$ cat src/rtl/micro_sequencer.sv
// Next-address sequencer for the multicycle core's microcode ROM: micro-PC, opcode and
// load/store dispatch, gating of the microword write enables, and the retired-instruction count.
module micro_sequencer #(
    parameter int UPC_W = 5,
    parameter int UW_W  = 20,
    parameter int CNT_W = 16
) (
    input  logic             clk,
    input  logic             rst_n,
    input  logic [UW_W-1:0]  rom_dout,
    input  logic [6:0]       opcode,
    input  logic [2:0]       funct3,
    input  logic             funct7b5,
    input  logic             zero,
    input  logic             stall,
    output logic [UPC_W-1:0] upc,
    output logic             pc_write,
    output logic             reg_write,
    output logic             mem_write,
    output logic             ir_write,
    output logic             adr_src,
    output logic             alu_op,
    output logic [1:0]       result_src,
    output logic [1:0]       alu_src_a,
    output logic [1:0]       alu_src_b,
    output logic [1:0]       alu_control,
    output logic             halted,
    output logic [CNT_W-1:0] instret
);

    typedef enum logic [4:0] {
        S_FETCH     = 5'd0,
        S_DECODE    = 5'd1,
        S_MEMADR    = 5'd2,
        S_MEMREAD   = 5'd3,
        S_MEMWB     = 5'd4,
        S_MEMWRITE  = 5'd5,
        S_EXEC_ADD  = 5'd6,
        S_EXEC_ADDI = 5'd7,
        S_ALUWB     = 5'd8,
        S_BEQ       = 5'd9,
        S_EXEC_SUB  = 5'd10,
        S_EXEC_AND  = 5'd11,
        S_EXEC_OR   = 5'd12,
        S_RESERVED  = 5'd13,
        S_EXEC_ANDI = 5'd14,
        S_EXEC_ORI  = 5'd15
    } ustate_e;

    localparam logic [6:0] OP_LW  = 7'b0000011;
    localparam logic [6:0] OP_SW  = 7'b0100011;
    localparam logic [6:0] OP_BEQ = 7'b1100011;
    localparam logic [6:0] OP_R   = 7'b0110011;
    localparam logic [6:0] OP_I   = 7'b0010011;
    localparam logic [4:0] NA_DISP1 = 5'b11111;
    localparam logic [4:0] NA_DISP2 = 5'b11110;

    // Dispatch results are {illegal, target}; the target is don't-care when illegal.
    function automatic logic [5:0] dispatch1(input logic [6:0] op, input logic [2:0] f3,
                                             input logic f7b5);
        logic [5:0] r;
        r = {1'b1, S_FETCH};
        case (op)
            OP_LW, OP_SW: r = {1'b0, S_MEMADR};
            OP_BEQ:       r = {1'b0, S_BEQ};
            OP_R: begin
                case (f3)
                    3'b000:  r = f7b5 ? {1'b0, S_EXEC_SUB} : {1'b0, S_EXEC_ADD};
                    3'b111:  r = {1'b0, S_EXEC_AND};
                    3'b110:  r = {1'b0, S_EXEC_OR};
                    default: r = {1'b1, S_FETCH};
                endcase
            end
            OP_I: begin
                case (f3)
                    3'b000:  r = {1'b0, S_EXEC_ADDI};
                    3'b111:  r = {1'b0, S_EXEC_ANDI};
                    3'b110:  r = {1'b0, S_EXEC_ORI};
                    default: r = {1'b1, S_FETCH};
                endcase
            end
            default: r = {1'b1, S_FETCH};
        endcase
        return r;
    endfunction

    function automatic logic [5:0] dispatch2(input logic [6:0] op);
        logic [5:0] r;
        case (op)
            OP_LW:   r = {1'b0, S_MEMREAD};
            OP_SW:   r = {1'b0, S_MEMWRITE};
            default: r = {1'b1, S_FETCH};
        endcase
        return r;
    endfunction

    logic [UPC_W-1:0] upc_q, upc_d;
    logic             halted_q, halted_d;
    logic [CNT_W-1:0] instret_q, instret_d;
    logic [4:0]       next_adr;
    logic [5:0]       disp;
    logic             illegal;
    logic             advance;
    logic             retire;
    logic             en_gate;

    always_comb begin
        next_adr = rom_dout[4:0];
        disp     = {1'b0, next_adr};
        if (next_adr == NA_DISP1) begin
            disp = dispatch1(opcode, funct3, funct7b5);
        end else if (next_adr == NA_DISP2) begin
            disp = dispatch2(opcode);
        end
        illegal = disp[5];
        advance = ~stall & ~halted_q;

        upc_d     = upc_q;
        halted_d  = halted_q;
        instret_d = instret_q;
        // An illegal dispatch leaves upc frozen on the dispatching state.
        if (advance) begin
            if (illegal) begin
                halted_d = 1'b1;
            end else begin
                upc_d = UPC_W'(disp[4:0]);
            end
        end
        retire = advance & ~illegal & (upc_d == '0) & (upc_q != '0);
        if (retire) begin
            instret_d = instret_q + CNT_W'(1);
        end
    end

    always_ff @(posedge clk or negedge rst_n) begin
        if (!rst_n) begin
            upc_q     <= '0;
            halted_q  <= 1'b0;
            instret_q <= '0;
        end else begin
            upc_q     <= upc_d;
            halted_q  <= halted_d;
            instret_q <= instret_d;
        end
    end

    // rst_n in the gate keeps enables low immediately, without waiting for a clock edge.
    assign en_gate     = rst_n & ~stall & ~halted_q;
    assign pc_write    = (rom_dout[17] | (rom_dout[18] & zero)) & en_gate;
    assign reg_write   = rom_dout[16] & en_gate;
    assign mem_write   = rom_dout[15] & en_gate;
    assign ir_write    = rom_dout[14] & en_gate;
    assign alu_op      = rom_dout[19];
    assign adr_src     = rom_dout[13];
    assign result_src  = rom_dout[12:11];
    assign alu_src_a   = rom_dout[10:9];
    assign alu_src_b   = rom_dout[8:7];
    assign alu_control = rom_dout[6:5];

    assign upc     = upc_q;
    assign halted  = halted_q;
    assign instret = instret_q;

endmodule

$ cat config.mk
export PLATFORM = sky130hd
export DESIGN_NAME = micro_sequencer
export DESIGN_NICKNAME = d
export VERILOG_FILES = /design/src/rtl/micro_sequencer.sv
export SDC_FILE = /design/constraint.sdc
export NUM_CORES = 1
export LEC_CHECK = 0
export ABC_AREA = 1
export CAP_MARGIN = 20
export CORE_UTILIZATION = 57
export CTS_BUF_LIST = sky130_fd_sc_hd__clkbuf_8
export CTS_CLUSTER_DIAMETER = 120
export CTS_CLUSTER_SIZE = 24
export DETAILED_ROUTE_END_ITERATION = 8
export DONT_BUFFER_PORTS = 1
export HOLD_SLACK_MARGIN = 0.03
export PLACE_DENSITY = 0.75
export SLEW_MARGIN = 15
export SYNTH_ARGS = -nofsm -noshare
export SYNTH_HDL_FRONTEND = slang
export SYNTH_SLANG_ARGS = --single-unit
$ cat constraint.sdc
create_clock -name clk -period 1.7 [get_ports clk]
set_input_delay 0 -clock clk [delete_from_list [all_inputs] [get_ports clk]]
set_output_delay 0 -clock clk [all_outputs]
set_load 0.05 [all_outputs]
Word level (Yosys, flattened, before mapping)
Index checks and enable logic that the tools add are counted.
{ "op_classes": {"n_addsub": 1, "eq_ne": 9, "n_mux": 9, "n_bitwise": 15, "reduce_logical": 5} }
{ "op_table": {"columns": ["cell", "count"], "rows": [
  ["case mux 6 bit (3 select lines)", 2],
  ["case mux 6 bit (4 select lines)", 1],
  ["adder 16 x 1 -> 16 bit, second input constant", 1],
  ["== test 7 x 6 -> 1 bit, second input constant", 2],
  ["2-to-1 mux 6 bit", 2],
  ["case mux 6 bit (2 select lines)", 1],
  ["AND 1 bit", 11],
  ["== test 5 bit, second input constant", 2],
  ["2-to-1 mux 5 bit", 2],
  ["== test 7 x 2 -> 1 bit, second input constant", 1],
  ["== test 7 x 5 -> 1 bit, second input constant", 1],
  ["== test 7 bit, second input constant", 1],
  ["== test 3 bit, second input constant", 2],
  ["logical NOT 5 bit", 1],
  ["nonzero test 5 bit", 1],
  ["2-to-1 mux 4 bit", 1],
  ["logical NOT 3 bit", 1],
  ["NOT 1 bit", 3],
  ["AND reduction 2 bit", 1],
  ["OR reduction 2 bit", 1],
  ["bitwise OR 1 bit", 1]
]} }
{ "totals": {"regBits": 22, "in_bits": 35, "output_inout_bits": 36} }

Logic depth before layout (Yosys ltp)
Gate-level depths: netlist (run 1).
{ "logic_depth": {"depth_word": 9, "ltp_mapped": 16, "depth_no_buf": 15} }

Least setup slack after synthesis (run 1)
No wires, ideal clock.
{ "synth_path": {"kind": "register to register", "start": "register instret_q[1] (netlist: instret[1])", "end": "register instret_q[14] (netlist: instret[14])", "setup_ns": 0.121, "t_arrival_ns": 1.994, "setup_slack_ns": -0.415, "stages_incl_launch_ff": 10, "synth_period_minus_slack_ns": 2.115, "cell_sequence": "dfrtp_1 > ha_1 > nand2_1 > nor3_1 > nand2_1 > nor3_1 > nand3_1 > xor2_1 > nand3_1 > nand2_1"} }
{ "synth_between": {"elab_chain_cells": 1} }
{ "synth_lines": {"columns": ["element", "line", "text"], "rows": [
  ["start: declaration", "99", "logic [CNT_W-1:0] instret_q, instret_d;"],
  ["start signal: assignment", "143", "instret_q <= instret_d;"],
  ["adder 16 x 1 -> 16 bit", "131", "instret_d = instret_q + CNT_W'(1);"]
]} }
Every way passes these cells.
A chain may end at the register's enable or synchronous reset.

Worst setup path in the final report (run 1)
{ "layout_path": {"start": "register halted_q (netlist: halted)", "end": "register instret_q[10] (netlist: instret[10])"} }
{ "layout_between": {"elab_chain_cells": 6, "word_cells_on_any_way": 7} }
{ "layout_lines": {"columns": ["element", "line", "text"], "rows": [
  ["start: declaration", "98", "logic halted_q, halted_d;"],
  ["start signal: assignment", "142", "halted_q <= halted_d;"],
  ["NOT 1 bit *", "116", "advance = ~stall & ~halted_q;"],
  ["AND 1 bit *", "116", null],
  ["2-to-1 mux 5 bit", "122", "if (advance) begin"],
  ["logical NOT 5 bit", "129", "retire = advance & ~illegal & (upc_d == '0) & (upc_q != '0);"],
  ["AND 1 bit * (2 in a row)", "129", null]
]} }
Every way passes the cells marked *; elsewhere a longest branch is shown, timed or not.

==> results of run 1 <==
[kinds of logic after synthesis]
group	after synthesis	synth area share, %
XOR/XNOR	14	6.38
AND/OR/NAND/NOR	140	36.8
AO/OA/AOI/OAI	27	11.6
buffers and inverters	63	15.9
flip-flops	22	28.6
adder cells (fa/ha/maj)	1	0.651
[registers in the layout, summed over array words and instances (netlist names)]
register  cells
upc           5
instret      16
halted        1
[power groups by stage]
stage          clock network (mW)  logic [mW]  registers, mW
4_1_cts                     0.336        3.09          0.914
2_1_floorplan                   0        1.45           1.77
6_report                    0.330        3.22          0.921
3_3_place_gp                    0        2.97          0.913
3_5_place_dp                    0        2.99          0.923
5_1_grt                     0.349        3.46          0.943
[layout make-up]
cell class	instances	area [um^2]	share of cell area [%]
well taps	44	55.1	2.32
inverters	49	186	7.84
multi-input cells	183	1130	47.7
clock buffers	3	41.3	1.74
repair buffers	48	398	16.7
clock inverters	1	3.75	0.158
flip-flops and latches	22	559	23.5
[through the flow]
stage | worst slack, ns | hold slack [ns] | total power [mW]
2_1_floorplan | -0.0504 | -0.296 | 3.21
3_3_place_gp | 0.0786 | -0.295 | 3.88
3_5_place_dp | 0.0618 | -0.295 | 3.92
4_1_cts | 0.0221 | 0.0446 | 4.34
5_1_grt | -0.00412 | 0.0843 | 4.76
6_report | 0.0990 | 0.0441 | 4.47
[worst max-delay path: stages (launching register included)]
cell	delay [ns]
dfrtp_2	0.43
nor2_4	0.17
nand3_4	0.15
o21ai_2	0.23
nand2_2	0.15
nor2_4	0.23
nand3_1	0.10
nand2_1	0.08
[worst max-delay path by stage]
stage / slack, ns / endpoint / startpoint / cells after the start
2_1_floorplan: -0.05 / instret[14]$_DFFE_PN0P_ / instret[0]$_DFFE_PN0P_ / 9
6_report: 0.1 / instret[10]$_DFFE_PN0P_ / halted$_DFFE_PN0P_ / 7
4_1_cts: 0.02 / instret[11]$_DFFE_PN0P_ / instret[0]$_DFFE_PN0P_ / 7
3_5_place_dp: 0.06 / instret[14]$_DFFE_PN0P_ / halted$_DFFE_PN0P_ / 7
5_1_grt: -0.004 / instret[14]$_DFFE_PN0P_ / instret[0]$_DFFE_PN0P_ / 9
3_3_place_gp: 0.08 / instret[11]$_DFFE_PN0P_ / instret[0]$_DFFE_PN0P_ / 7
[placed cells by master, fill, tap and decap left out, drive strengths merged]
cell type and instances:
dfrtp 22, nor3 10, dlygate4sd3 12, nand2 63, nand4 3, o21bai 17
inv 50, clkbuf 3, ha 1, a21oi 5, nand3 40, buf 36
nor4 1, o21ai 5, xor2 14, nor2 24
[per-layer routing]
| layer | global-route usage, % | share of wire, % | wire length [um] |
|---|---|---|---|
| met1 | 34.5 | 48 | 2030 |
| met2 | 40.2 | 44 | 1870 |
| met3 | 4.55 | 6.9 | 291 |
| met4 | 7.97 | 1.3 | 53 |
| met5 | 0 | 0 | 0 |
[repair_timing]
| action | in CTS | in global routing |
|---|---|---|
| setup buffers | 0 | 0 |
| setup endpoints to repair | 0 | 16 |
| resized for setup | 0 | 6 |
| hold buffers | 12 | 0 |
| endpoints found under the hold margin | 34 | 0 |
==> results_dict.tcl, run 1 <==
set metrics [dict create \
    status "complete, no violations" \
    synth_edf_count 0 \
    grt_pass1_vias 1611 \
    drt_first_pass_iters 4 \
    n_fill_cell 240 \
    stdcell_count 350 \
    setup_tns_ns 0 \
    worstSetupEndpointType "flop" \
    power.leakage_nw 1.21 \
    fin_nets 343 \
    ys_types 26 \
    worstSetupPathType "flop to flop" \
    clock.fmax_ghz 0.625 \
    switchingPower_mw 2.44 \
    worst_pin_slew_ns 0.498 \
    die_area_um2 3610 \
    reg2regPathDepth 7 \
    max-vdd-ir-drop_mv 1.31 \
    regToRegEndpoint "instret[10]$_DFFE_PN0P_" \
    core_area_um2 3130 \
    synth.top_cell.area_share_pct 28.6 \
    placed_cells 332 \
    tritoncts "done" \
    synth_fp_nets 303 \
    fp.dieH_um 60.1 \
    cts.clk_slew.worst_paths_ns 0.08 \
    worst_ep_arrival_time_ns 1.81 \
    cp.required_ns 1.91 \
    cts_root_buf "clkbuf_8" \
    fin_crit_ns 1.60 \
    synthArstFlopShare_pct 100 \
    port_buffers 0 \
    min_to "upc[3]$_DFF_PN0_" \
    hp-start "rom_dout[3]" \
    period_share_pct 94.2 \
    grt_pass1_wl_mm 6.76 \
    h-tree-depth 1 \
    synth.area.top_cells "dfrtp_1 29%, nand2_1 11%, nand3_1 9.4%" \
    crit_path_start_kind "flop" \
    wl_per_cell_um 12.1 \
    area_delta_synth_final_pct 23.6 \
    routed_via_density 5.14 \
    route.vias.total 1799 \
    crit_fanout 8 \
    synth_area_leader_cell "dfrtp_1" \
    grt_max_degree 23 \
    yosysSeqAreaShare_pct 28.6 \
    fin_util_pct 76.0 \
    cts_sinks 22 \
    power_density_nw_per_um2 1880 \
    final_hold_viol_count 0 \
    ys_warn_count 0 \
    pwr-share-comb_pct 72.0 \
    swShare_pct 54.6 \
    fin_skew_ns 0.000913 \
    synth_cells 267 \
    relSlewSlack_pct 66.7 \
    gp_congestion 0.866 \
    r2r_slack_ns 0.1 \
    ys.flop_type "dfrtp_1" \
    postLayoutCellArea_um2 2380 \
    post-route-drc-count 0 \
    clock_latency_ns 0.26 \
    grt_overflow_total 0 \
    pwr-share-clk_pct 7.4 \
    drive_above_1_share_pct 30.4 \
    yosys-top-cells-count "56 x nand2_1, 42 x inv_1, 36 x nand3_1" \
    rr_startpoint "halted$_DFFE_PN0P_" \
    min_path_cells 4 \
    seqPwrFrac_pct 20.6 \
    drt_wl_total_mm 4.24 \
    die_w_um 60.1 \
    cts.path.max_buffers 2 \
    netlist_area_um2 1920 \
    cap_viol_max_count 0 \
    slew_viol_final 0 \
    io_pins 71 \
    postRouteAntennaNets 0 \
    rows 20 \
    drt_iter0_markers 36 \
    antenna_found_initial 0 \
    numCtsBuffers 3 \
    rsz0062_at_grt "yes" \
    yosysMostFrequentCell "nand2_1" \
    post-dp-hpwl_mm 3.05 \
    internal_power_mw 2.03 \
    hold_class "input port to flop" \
    synth_seq_cells 22 \
    start_util_pct 61.5 \
    postSynthAreaPerCell_um2 7.20 \
    placed_area_um2 2150 \
    grt_usage_pct 25.2 \
    diodes 0 \
    setup_viol 0 \
]
No activity file was read; power rests on OpenSTA's default activity.
==> run 2: changes to the inputs <==
Settings changed: CORE_ASPECT_RATIO from default to 2.
==> results_dict.tcl, run 2 (synthesis results as in run 1) <==
set metrics [dict create \
    rsz0062_at_grt "yes" \
    route.met2.wl_mm 2.96 \
    setup_viol 0 \
    drt_wl_total_mm 5.00 \
    grt_pass1_vias 1881 \
    antenna_found_initial 0 \
    clock_latency_ns 0.27 \
    routed_via_density 5.49 \
    drive_above_1_share_pct 32.5 \
    largest_register_ff_count 16 \
    post-dp-hpwl_mm 3.60 \
    power.leakage_nw 1.27 \
    postRouteAntennaNets 0 \
    cap_viol_max_count 0 \
    mostFrequentLayoutCell "nand2_1" \
    grt_usage_pct 27.8 \
    cp.required_ns 1.90 \
    relSlewSlack_pct 65.2 \
    fin_skew_ns 0.00590 \
    start_util_pct 60.2 \
    area_delta_synth_final_pct 29.4 \
    status "complete, no violations" \
    crit_buf_inv 0 \
    routedLengthMet1_mm 1.68 \
    worst_ep_arrival_time_ns 1.84 \
    fin_total_pwr_mw 4.92 \
    register_area_um2 559 \
    layout_common_cells "54 x nand2_1, 41 x inv_1, 37 x buf_4" \
    post-route-drc-count 0 \
    postLayoutCellArea_um2 2490 \
    grt_max_degree 23 \
    hold_class "input port to flop" \
    wl_met3_um 166 \
    slowest_stage "dfrtp_2" \
    critPathTopFamily "simple AND/OR/NAND/NOR gates" \
    power_density_nw_per_um2 1980 \
    fin_crit_ns 1.63 \
    numCtsBuffers 3 \
    drt_iter0_markers 53 \
    gp_congestion 0.855 \
    grt_overflow_total 0 \
    die_area_um2 3620 \
    h-tree-depth 1 \
    cp_common_cell "nor2_4" \
    cts.path.max_buffers 2 \
    cts.clk_slew.worst_paths_ns 0.09 \
    worstSetupEndpointType "flop" \
    multiInputGateArea_um2 1160 \
    n_fill_cell 242 \
    io_pins 71 \
    route.vias.total 1876 \
    crit_path_start_kind "flop" \
    clock.fmax_ghz 0.612 \
    slew_viol_final 0 \
    top_layer "met4" \
    cts_root_buf "clkbuf_8" \
    rows 29 \
    max-vdd-ir-drop_mv 1.14 \
    fp.dieH_um 84.1 \
    diodes 0 \
    wl_per_cell_um 14.6 \
    placed_area_um2 2180 \
    tritoncts "done" \
    grt_pass1_wl_mm 7.72 \
    cts_sinks 22 \
    port_buffers 0 \
    crit_fanout 8 \
    drt_first_pass_iters 4 \
    worstSetupPathType "flop to flop" \
    max_stage_delay_ns 0.44 \
    final_hold_viol_count 0 \
    fin_nets 348 \
    core_area_um2 3190 \
    period_share_pct 96.1 \
    crit_chain "nor2_4 > nand3_4 > o21ai_4 > nand2_2 > nor2_4 > nand3_1 > nand2_1" \
    holdWs_ns 0.0731 \
    die_w_um 43.1 \
    worst_pin_slew_ns 0.520 \
]
run 2: area by class of cell:
type	instances	area share (%)
clock buffers	3	1.66
repair buffers	53	19.0
multi-input cells	183	46.6
inverters	49	7.49
well taps	31	1.56
flip-flops and latches	22	22.5
clock inverters	1	1.21
run 2: final timing paths:
check	start	to	slack, ns	cells after the start
max	halted$_DFFE_PN0P_	instret[0]$_DFFE_PN0P_	0.07	7
min	rom_dout[3]	upc[3]$_DFF_PN0_	0.07	4
max reg2reg	halted$_DFFE_PN0P_	instret[0]$_DFFE_PN0P_	0.07	7
min reg2reg	instret[15]$_DFFE_PN0P_	instret[15]$_DFFE_PN0P_	0.65	3
max in group asynchronous	rst_n	instret[7]$_DFFE_PN0P_	1.12	2
min in group asynchronous	rst_n	instret[6]$_DFFE_PN0P_	0.12	1
run 2: routing by layer:
metal,vias to the layer above,GRT usage (%)
met5,-,0
met2,54,53.6
li1,923,-
met4,0,17.1
met3,17,4.73
met1,882,24.7
run 2: worst reg2reg max path, delay by kind of cell (launching register included):
kind	cells	cell delay, ns
flip-flops	1	0.44
AO/OA/AOI/OAI	1	0.21
AND/OR/NAND/NOR	6	0.93
run 2: stage by stage:
stage	setup slack, ns	utilization, %	cells	setup TNS (ns)
finish	0.0665	77.9	342	0
global route	-0.0221	77.9	342	-0.0437
CTS	0.0153	74.3	335	0
detailed placement	0.00483	68.1	319	0
global placement	0.0456	68.1	319	0
floorplan	-0.0504	-	267	-0.0504
run 2: what timing repair did:
item,4_1_cts,5_1_grt
hold endpoints to repair,34,0
hold buffers,12,0
pin swaps,0,9
buffers inserted,0,5
endpoints found under the setup margin,1,16
cloned,0,1
resized for setup,1,11
run 2: report_power, final:
part / switching (mW) / internal [mW]
Sequential: 0.167 / 0.763
Clock: 0.186 / 0.315
Combinational: 2.25 / 1.25
Total: 2.60 / 2.32
==> run 3: changes to the inputs <==
Settings changed: CELL_PAD_IN_SITES_DETAIL_PLACEMENT from default to 1, CELL_PAD_IN_SITES_GLOBAL_PLACEMENT from default to 1, CORE_UTILIZATION 57 to 41, PLACE_DENSITY 0.75 to default, PLACE_DENSITY_LB_ADDON from default to 0.1.
==> results_dict.tcl, run 3 (synthesis results as in run 1) <==
set metrics [dict create \
    fin_crit_ns 1.63 \
    layout_common_cells "55 x nand2_1, 42 x inv_1, 36 x nand3_1" \
    hold_class "input port to flop" \
    slew_viol_final 0 \
    largest_register_ff_count 16 \
    rsz0062_at_grt "yes" \
    period_share_pct 95.9 \
    fin_skew_ns 0.00547 \
    cts_root_buf "clkbuf_8" \
    die_area_um2 4980 \
    worstSetupPathType "flop to flop" \
    postRouteAntennaNets 0 \
    drive_above_1_share_pct 31.0 \
    drt_wl_total_mm 5.73 \
    fp.dieH_um 98.9 \
    h-tree-depth 1 \
    post-route-drc-count 0 \
    tritoncts "done" \
    worst_pin_slew_ns 0.511 \
    route.vias.total 1829 \
    power_density_nw_per_um2 1980 \
    routed_via_density 5.08 \
    cts_sinks 22 \
    drt_first_pass_iters 4 \
    max-vdd-ir-drop_mv 0.896 \
    clock.fmax_ghz 0.613 \
    worstSetupEndpointType "flop" \
    mostFrequentLayoutCell "nand2_1" \
    post-dp-hpwl_mm 4.21 \
    die_w_um 50.4 \
    grt_pass1_wl_mm 8.98 \
    stdcell_count 360 \
    final_hold_viol_count 0 \
    setup_tns_ns 0 \
    diodes 0 \
    power.leakage_nw 1.24 \
    fin_nets 343 \
    grt_pass1_vias 1988 \
    antenna_found_initial 0 \
    setup_viol 0 \
    gp_congestion 0.786 \
    rows 34 \
    clock_latency_ns 0.28 \
    grt_overflow_total 0 \
    grt_usage_pct 23.9 \
    start_util_pct 43.5 \
    io_pins 71 \
    worst_ep_arrival_time_ns 1.85 \
    port_buffers 0 \
    drt_iter0_markers 14 \
    cap_viol_max_count 0 \
    status "complete, no violations" \
    wl_per_cell_um 15.9 \
    crit_fanout 8 \
    placed_cells 341 \
    core_area_um2 4420 \
    cts.clk_slew.worst_paths_ns 0.09 \
    cts.path.max_buffers 2 \
    numCtsBuffers 3 \
    relSlewSlack_pct 65.8 \
    crit_path_start_kind "flop" \
    cp.required_ns 1.92 \
    grt_max_degree 23 \
    area_delta_synth_final_pct 28.3 \
]
## run 3: changes by cell type in the layout (fill, tap and decap cells not counted), sizes merged
cell  before  now
buf       41   36
## run 3: worst paths after layout
kind / from / end / slack (ns) / cells after the start
setup / recovery: halted$_DFFE_PN0P_ / instret[1]$_DFFE_PN0P_ / 0.07 / 7
hold / removal: rom_dout[3] / upc[3]$_DFF_PN0_ / 0.03 / 4
setup reg to reg: halted$_DFFE_PN0P_ / instret[1]$_DFFE_PN0P_ / 0.07 / 7
hold reg to reg: instret[13]$_DFFE_PN0P_ / instret[13]$_DFFE_PN0P_ / 0.65 / 3
max in group asynchronous: rst_n / instret[1]$_DFFE_PN0P_ / 1.40 / 2
min in group asynchronous: rst_n / instret[2]$_DFFE_PN0P_ / 0.14 / 2
## run 3: power by group
| part | leakage [nW] | switching, mW | internal [mW] |
|---|---|---|---|
| Clock | 0.0357 | 0.205 | 0.316 |
| Combinational | 0.989 | 2.22 | 1.19 |
| Sequential | 0.216 | 0.185 | 0.763 |
| Total | 1.24 | 2.61 | 2.27 |
## run 3: stage by stage
step,power [mW],worst slack (ns),hold WS [ns],instance area [um^2],utilization (%)
6_report,4.89,0.0689,0.0316,2470,55.8
5_1_grt,5.20,-0.0309,0.0800,2470,55.8
4_1_cts,4.80,0.0132,0.0315,2410,54.5
3_5_place_dp,4.08,-0.0205,-0.295,2180,49.4
3_3_place_gp,4.03,0.0305,-0.295,2180,49.4
2_1_floorplan,3.21,-0.0504,-0.296,1960,-
## run 3: timing repair
item / in CTS / in global routing
endpoints found under the hold margin: 34 / 0
hold buffers: 13 / 0
gates cloned: 0 / 1
gates resized for setup: 2 / 7
endpoints found under the setup margin: 2 / 16
pin swaps: 1 / 4
buffers inserted: 1 / 0
## run 3: per-layer routing
| layer | vias to the layer above | wire, um | global-route usage [%] |
|---|---|---|---|
| met1 | 869 | 1850 | 20.9 |
| met2 | 40 | 3610 | 51.6 |
| met5 | - | 0 | 0 |
| met4 | 0 | 164 | 8.97 |
| li1 | 908 | - | - |
| met3 | 12 | 103 | 1.23 |
## run 3: critical path, cell delays in order (launching register included)
cell,delay (ns)
dfrtp_2,0.44
nor2_4,0.16
nand3_4,0.15
o21ai_4,0.20
nand2_2,0.15
nor2_4,0.27
nand3_1,0.11
nand2_1,0.09
## run 3: layout make-up
cell class                 count  area [um^2]
sequential                    22          559
clock inverter                 1         30.0
fill                         577         1960
multi-input combinational    183         1150
clock buffer                   3         41.3
inverter                      49          186
timing repair buffer          48          428
tap                           54         67.6
